[config.mk]
export PLATFORM = sky130hd
export DESIGN_NAME = noc_rr_switch_alloc_flat
export DESIGN_NICKNAME = d
export VERILOG_FILES = /design/src/rtl/noc_rr_switch_alloc_if.sv /design/src/rtl/noc_rr_switch_alloc.sv /design/src/flat_wrapper.sv
export SDC_FILE = /design/constraint.sdc
export NUM_CORES = 1
export LEC_CHECK = 0
export ABC_AREA = 0
export BUFFER_PORTS_ARGS = -buffer_cell sky130_fd_sc_hd__clkbuf_2
export CAP_MARGIN = 20
export CELL_PAD_IN_SITES_DETAIL_PLACEMENT = 1
export CELL_PAD_IN_SITES_GLOBAL_PLACEMENT = 2
export CORE_AREA = 2 2 123 125
export CTS_BUF_LIST = sky130_fd_sc_hd__clkbuf_4 sky130_fd_sc_hd__clkbuf_8
export DETAILED_ROUTE_END_ITERATION = 10
export DIE_AREA = 0 0 125 127
export GPL_ROUTABILITY_DRIVEN = 0
export PLACE_DENSITY_LB_ADDON = 0.15
export RECOVER_POWER = 50
export SLEW_MARGIN = 25
export SYNTH_ARGS = -nofsm -noshare
export SYNTH_HDL_FRONTEND = slang
export SYNTH_SLANG_ARGS = --single-unit
[constraint.sdc]
create_clock -name clk -period 1.68 [get_ports clk]
set_clock_uncertainty 0.05 [all_clocks]
set_input_delay 0.168 -clock clk [delete_from_list [all_inputs] [get_ports clk]]
set_output_delay 0.168 -clock clk [all_outputs]
set_load 0.01 [all_outputs]
[src/rtl/noc_rr_switch_alloc_if.sv]
// rtl/noc_rr_switch_alloc_if.sv - input-side and output-side flit handshake bundle for one output port
interface noc_rr_switch_alloc_if #(
  parameter int N         = 5,
  parameter int DataWidth = 32
);
  logic [N-1:0]                in_valid;
  logic [N-1:0]                in_last;
  logic [N-1:0][DataWidth-1:0] in_data;
  logic [N-1:0]                in_ready;
  logic [N-1:0]                noc_case;
  logic                        out_valid;
  logic                        out_last;
  logic [DataWidth-1:0]        out_data;
  logic                        out_ready;

  modport slave (
    input  in_valid, in_last, in_data, out_ready,
    output in_ready, noc_case, out_valid, out_last, out_data
  );

  modport master (
    output in_valid, in_last, in_data, out_ready,
    input  in_ready, noc_case, out_valid, out_last, out_data
  );
endinterface

[src/rtl/noc_rr_switch_alloc.sv]
// rtl/noc_rr_switch_alloc.sv - round-robin wormhole switch allocator with registered output stage
// Grant is taken in IDLE, held head-to-tail in LOCKED, and released on the tail handshake.
module noc_rr_switch_alloc #(
  parameter int N         = 5,
  parameter int DataWidth = 32
) (
  input  logic                  clk,
  input  logic                  rst,
  noc_rr_switch_alloc_if.slave  bus
);
  localparam int IdxW = (N > 1) ? $clog2(N) : 1;

  typedef enum logic {IDLE, LOCKED} state_t;

  state_t              state, state_next;
  logic [N-1:0]        case_q, case_next;
  logic [IdxW-1:0]     last_winner, last_winner_next;
  logic [IdxW-1:0]     winner, owner;
  logic                found;
  logic                accept_ok;
  logic                xfer;
  logic                tail;
  logic [DataWidth-1:0] owner_data;
  logic                out_valid_q, out_last_q;
  logic [DataWidth-1:0] out_data_q;

  assign accept_ok     = ~out_valid_q | bus.out_ready;
  assign bus.in_ready  = case_q & {N{accept_ok}};
  assign bus.noc_case  = case_q;
  assign bus.out_valid = out_valid_q;
  assign bus.out_last  = out_last_q;
  assign bus.out_data  = out_data_q;

  assign xfer = |(bus.in_valid & bus.in_ready);
  assign tail = |(bus.in_last & case_q);

  // Two passes give the rotating priority: first above last_winner, then wrap to 0..last_winner.
  always_comb begin
    winner = last_winner;
    found  = 1'b0;
    for (int i = 0; i < N; i++) begin
      if (!found && bus.in_valid[i] && (IdxW'(i) > last_winner)) begin
        winner = IdxW'(i);
        found  = 1'b1;
      end
    end
    for (int i = 0; i < N; i++) begin
      if (!found && bus.in_valid[i]) begin
        winner = IdxW'(i);
        found  = 1'b1;
      end
    end
  end

  always_comb begin
    owner      = '0;
    owner_data = '0;
    for (int i = 0; i < N; i++) begin
      if (case_q[i]) begin
        owner = IdxW'(i);
      end
      owner_data = owner_data | (bus.in_data[i] & {DataWidth{case_q[i]}});
    end
  end

  always_comb begin
    state_next       = state;
    case_next        = case_q;
    last_winner_next = last_winner;
    case (state)
      IDLE: begin
        if (found) begin
          case_next  = N'(1) << winner;
          state_next = LOCKED;
        end
      end
      LOCKED: begin
        if (xfer && tail) begin
          case_next        = '0;
          last_winner_next = owner;
          state_next       = IDLE;
        end
      end
      default: begin
        case_next  = '0;
        state_next = IDLE;
      end
    endcase
  end

  always_ff @(posedge clk) begin
    if (rst) begin
      state       <= IDLE;
      case_q      <= '0;
      last_winner <= IdxW'(N - 1);
    end else begin
      state       <= state_next;
      case_q      <= case_next;
      last_winner <= last_winner_next;
    end
  end

  // Fill takes precedence over drain so a simultaneous pop/push keeps the stage full.
  always_ff @(posedge clk) begin
    if (rst) begin
      out_valid_q <= 1'b0;
      out_last_q  <= 1'b0;
      out_data_q  <= '0;
    end else if (xfer) begin
      out_valid_q <= 1'b1;
      out_last_q  <= tail;
      out_data_q  <= owner_data;
    end else if (bus.out_ready) begin
      out_valid_q <= 1'b0;
    end
  end
endmodule

[src/flat_wrapper.sv]
// flat-port wrapper written by rule: the top's interface ports become plain ports
module noc_rr_switch_alloc_flat 
#(
  parameter int N         = 5,
  parameter int DataWidth = 32
)
  (clk, rst, bus_in_valid, bus_in_last, bus_in_data, bus_out_ready, bus_in_ready, bus_noc_case, bus_out_valid, bus_out_last, bus_out_data);
  noc_rr_switch_alloc_if #(.N(N), .DataWidth(DataWidth)) bus_i ();
  input  logic clk;
  input  logic rst;
  input wire logic [$bits(bus_i.in_valid)-1:0] bus_in_valid;
  input wire logic [$bits(bus_i.in_last)-1:0] bus_in_last;
  input wire logic [$bits(bus_i.in_data)-1:0] bus_in_data;
  input wire logic [$bits(bus_i.out_ready)-1:0] bus_out_ready;
  output wire logic [$bits(bus_i.in_ready)-1:0] bus_in_ready;
  output wire logic [$bits(bus_i.noc_case)-1:0] bus_noc_case;
  output wire logic [$bits(bus_i.out_valid)-1:0] bus_out_valid;
  output wire logic [$bits(bus_i.out_last)-1:0] bus_out_last;
  output wire logic [$bits(bus_i.out_data)-1:0] bus_out_data;
  assign bus_i.in_valid = bus_in_valid;
  assign bus_i.in_last = bus_in_last;
  assign bus_i.in_data = bus_in_data;
  assign bus_i.out_ready = bus_out_ready;
  assign bus_in_ready = bus_i.in_ready;
  assign bus_noc_case = bus_i.noc_case;
  assign bus_out_valid = bus_i.out_valid;
  assign bus_out_last = bus_i.out_last;
  assign bus_out_data = bus_i.out_data;
  noc_rr_switch_alloc #(.N(N), .DataWidth(DataWidth)) u_core (.clk(clk), .rst(rst), .bus(bus_i));
endmodule
# Word level (Yosys, flattened, before mapping)
# Index checks and enable logic that the tools add are counted.
[classes] eq_ne=2 n_lt_le_gt_ge=5 shift=1 muxes=32 n_reduce_logical=29 bitwise=15
[ops] cell="$and 32x32->32" n=5
[ops] cell="$or 32x32->32" n=4
[ops] cell="$mux 3" n=11
[ops] cell="$and 5x5->5" n=3
[ops] cell="$logic_and 1x1->1" n=15
[ops] cell="$mux 1" n=15
[ops] cell="$mux 5" n=2
[ops] cell="$pmux 5 s2" n=1
[ops] cell="$reduce_or 5->1" n=2
[ops] cell="$logic_not 1->1" n=9
[ops] cell="$gt 1x3->1 const A" n=2
[ops] cell="$gt 2x3->1 const A" n=2
[ops] cell="$shl 1x3->5 const A" n=1
[ops] cell="$mux 2" n=2
[ops] cell="$reduce_and 2->1" n=2
[ops] cell="$gt 3x3->1 const A" n=1
[ops] cell="$ne 2x1->1 const B" n=1
[ops] cell="$ne 2x2->1 const B" n=1
[ops] cell="$not 1->1" n=2
[ops] cell="$pmux 1 s2" n=1
[ops] cell="$reduce_bool 2->1" n=1
[ops] cell="$or 1x1->1" n=1
[totals] input_bits=173 regBits=43 word_cells=90

# Longest topological paths before layout
[depth] depth_word=37 depth_mapped=7

# Least setup slack after synthesis
# OpenSTA, ideal clock, no wires.
[synth_path] path_kind="register to register" startpoint="register u_core.case_q[1], in the netlist u_core.bus.noc_case[1]" endpoint="register u_core.last_winner[2]" n_path_buf=2 required_ps=1510 t_arrival_ps=1455 setup_ps=120 slack_ps=55 stages_incl_launch_ff=7 cell_sequence="dfxtp_1 -> buf_2 -> a222oi_1 -> a21boi_2 -> buf_2 -> a31oi_1 -> a211o_1"
[synth_between] elab_chain_cells=5 elab_cells_between_ends=7
[synth_rtl] element="start: declaration" line="noc_rr_switch_alloc.sv:16" text="logic [N-1:0] case_q, case_next;"
[synth_rtl] element="start signal: assignment" line="noc_rr_switch_alloc.sv:98" text="case_q <= case_next;"
[synth_rtl] element="$and 5x5->5" line="noc_rr_switch_alloc.sv:28" text="assign bus.in_ready = case_q & {N{accept_ok}};"
[synth_rtl] element="$and 5x5->5" line="noc_rr_switch_alloc.sv:34" text="assign xfer = |(bus.in_valid & bus.in_ready);"
[synth_rtl] element="$reduce_or 5->1" line="noc_rr_switch_alloc.sv:34"
[synth_rtl] element="$logic_and 1x1->1 (*)" line="noc_rr_switch_alloc.sv:78" text="if (xfer && tail) begin"
[synth_rtl] element="$reduce_and 2->1 (no source line) (*)"
[synth_rtl] element="end signal: assignment" line="noc_rr_switch_alloc.sv:95" text="last_winner <= IdxW'(N - 1);"
[synth_rtl] element="end signal: assignment" line="noc_rr_switch_alloc.sv:99" text="last_winner <= last_winner_next;"
[synth_rtl] element="end: declaration" line="noc_rr_switch_alloc.sv:17" text="logic [IdxW-1:0] last_winner, last_winner_next;"
# Every way passes the cells marked *; elsewhere a longest branch is shown, timed or not.
# A chain may end at the register's enable or synchronous reset.

# Worst setup path after layout
[layout_path] startpoint="register u_core.case_q[1], in the netlist u_core.bus.noc_case[1]" endpoint="register u_core.case_q[1], in the netlist u_core.bus.noc_case[1]"
[layout_between] elab_chain_cells=6 elab_cells_between_ends=8
[layout_rtl] element="$and 5x5->5" line="noc_rr_switch_alloc.sv:28"
[layout_rtl] element="$and 5x5->5" line="noc_rr_switch_alloc.sv:34"
[layout_rtl] element="$reduce_or 5->1" line="noc_rr_switch_alloc.sv:34"
[layout_rtl] element="$logic_and 1x1->1 (*)" line="noc_rr_switch_alloc.sv:78"
[layout_rtl] element="$ne 2x2->1 (no source line) (*)"
[layout_rtl] element="$reduce_and 2->1 (no source line) (*)"
# Marks and branches as above.

==> results_dict.tcl <==
set metrics [dict create \
    cts_tree "done" \
    synth_largest_area_cell "dfxtp_1" \
    chipHeight_um 127 \
    worst_slew_pin_slew_ns 0.488 \
    synth-main-ff-cell "dfxtp_1" \
    tns_ns 0 \
    rows 44 \
    highest_layer "met4" \
    initialDrtViolationCount 248 \
    fmax_mhz 606 \
    insertion_delay_ns 0.32 \
    cts.sinks 43 \
    yosys_warnings 0 \
    synthXorXnorAreaFrac_pct 0 \
    hold_path.class "in2reg" \
    wl_per_cell_um 18.9 \
    ys_seq_area_share_pct 31.8 \
    first_global_vias 3694 \
    synth_simple_gate_area_share_pct 14.0 \
    min_period_ns 1.65 \
    drc 0 \
    antenna_found_initial 0 \
    fin_ws_ns 0.0303 \
    gr-usage-all-layers_pct 16.1 \
    synthCells 293 \
    gr-total-overflow 0 \
    dpl.hpwl_um 10100 \
    wirelength_um 13000 \
    synth_fa_ha_area_share_pct 0 \
    relSlewSlack_pct 67.4 \
    path_class "reg2reg" \
    grt_start_max_net_pins 39 \
    clockBufferDepth 2 \
    crit_path_end_kind "flip-flop" \
    peakVddDrop_uv 274 \
    drive_above_1_share_pct 53.0 \
    status "finished, final reports clean" \
    cp-start-kind "flip-flop" \
    clk_pin_slew_ns 0.09 \
    cts-root-buf "clkbuf_8" \
    drtAntennaViolNets 0 \
    viasPerCell 4.99 \
    final_util_pct 29.1 \
    final.fill_count 1792 \
    die_w_um 125 \
    setup_violations 0 \
    dr.pass1.iters 6 \
    yosysTopAreaCellShare_pct 31.8 \
    async_flop_share_pct 0 \
    route.met3.wl_um 860 \
    core_area_um2 14400 \
    synth_area_leaders "dfxtp_1, a311oi_2, a222oi_1" \
    synthMuxAreaShare_pct 0 \
    hold_viol 0 \
    yosys-top-cells-count "nor2_1, dfxtp_1, a222oi_1, a22oi_1, a311oi_2" \
    wl_met1_um 5240 \
    synth_edf_count 0 \
    fin_crit_sh_pct 98.2 \
    wl_met2_um 6700 \
    place_ws_ns -0.0314 \
    synth_top_family_by_area "compound AO/OA/AOI/OAI gates" \
    grt_first_pass_wirelength_um 20200 \
    port_buffers 216 \
    drv_cap 0 \
    vias 3443 \
    rsz0062_at_grt "true" \
    synth_seq_cells 43 \
    nNetsFinal 678 \
    avgSynthCellArea_um2 9.25 \
    diodes 0 \
    start_util_pct 18.8 \
    numCtsBuffers 5 \
    cts_max_level 2 \
    synth.distinct_cells 42 \
    drv_slew 0 \
    syn_nets 466 \
    cp.required_ns 1.89 \
    synth.most_common_cell "nor2_1" \
    path_max_fanout 7 \
    syn-cell-area_um2 2710 \
    synth_compound_area_share_pct 47.2 \
    cts-hold-fix-buffers 0 \
    ioPinCount 217 \
    area_growth_pct 54.7 \
    crit_arrival_ns 1.86 \
    die_area_um2 15900 \
    power.density_nw_per_um2 689 \
    p_leak_nw 1.70 \
]
area by class of cell:
type	count	area (um^2)	share of cell area, %
Timing Repair Buffer	241	1280	30.5
Clock inverter	1	5.00	0.119
Sequential cell	43	867	20.7
Multi-Input combinational cell	209	1710	40.7
Tap cell	184	230	5.49
Clock buffer	7	83.8	2.00
Inverter	5	18.8	0.448
logic make-up (layout without fill, tap and decap cells):
group                  after synthesis  in the layout
AOI/OAI and AO/OA                  131            131
DFF                                 43             43
buffers and inverters               41            254
and+or+nand+nor                     78             78
registers in the layout (all words and copies together), names as in the netlist:
signal / cells
u_core.bus.noc_case: 5
u_core.bus.out_data: 32
u_core.bus.out_last: 1
u_core.bus.out_valid: 1
u_core.last_winner: 3
u_core.state: 1
cell usage in the layout, fill, tap and decap left out, drive strengths merged:
cell type / n
a211o: 1
a211oi: 2
a21boi: 1
a21oi: 6
a222oi: 34
a22o: 2
a22oi: 34
a311oi: 32
a31oi: 3
a32o: 2
and2: 6
and2b: 1
and3b: 1
buf: 25
clkbuf: 223
clkinv: 1
dfxtp: 43
inv: 5
nand2: 5
nand2b: 4
nand3: 3
nor2: 44
nor2b: 2
nor3: 4
nor3b: 1
nor4: 1
o211ai: 2
o21ai: 6
o21bai: 2
o22a: 1
o22ai: 1
o2bb2ai: 2
or2: 2
or3: 3
or4: 1
metrics by stage:
| stage | power, mW | cell area, um^2 | instances | hold slack, ns |
|---|---|---|---|---|
| finish | 2.89 | 4190 | 690 | 0.190 |
| global route | 3.10 | 4190 | 690 | 0.187 |
| CTS | 2.95 | 4180 | 690 | 0.160 |
| detailed placement | 2.19 | 4070 | 682 | 0.455 |
| global placement | 2.17 | 4070 | 682 | 0.441 |
| floorplan | 1.72 | 2710 | 293 | 0.292 |
power breakdown:
| group | total [mW] | internal [mW] | switching (mW) |
|---|---|---|---|
| Clock | 0.719 | 0.325 | 0.394 |
| Combinational | 0.989 | 0.457 | 0.533 |
| Sequential | 1.18 | 1.12 | 0.0582 |
| Total | 2.89 | 1.90 | 0.985 |
per-layer routing:
layer	up-vias	GRT usage [%]
met3	16	3.18
met1	1633	18.6
met4	0	5.36
li1	1635	-
met2	159	29.9
met5	-	0
timing repair:
action | CTS | global route
setup endpoints to repair | 15 | 34
buffers inserted | 0 | 0
resized for setup | 6 | 17
pin swaps | 5 | 8
final timing paths:
path,from,cells past startpoint,endpoint,slack [ns]
setup reg to reg,u_core.bus.noc_case[1],5,u_core.bus.noc_case[1],0.03
setup / recovery,u_core.bus.noc_case[1],5,u_core.bus.noc_case[1],0.03
hold / removal,bus_in_data[108],3,u_core.bus.out_data[12],0.19
hold reg to reg,u_core.bus.out_data[12],2,u_core.bus.out_data[12],0.46
critical path: stages (launching register included):
cell and delay [ns]:
dfxtp_2 0.34, a222oi_1 0.48, a21boi_4 0.16, nand3_4 0.16, and3b_2 0.24, a32o_2 0.15
(Power assumes the default switching activity.)
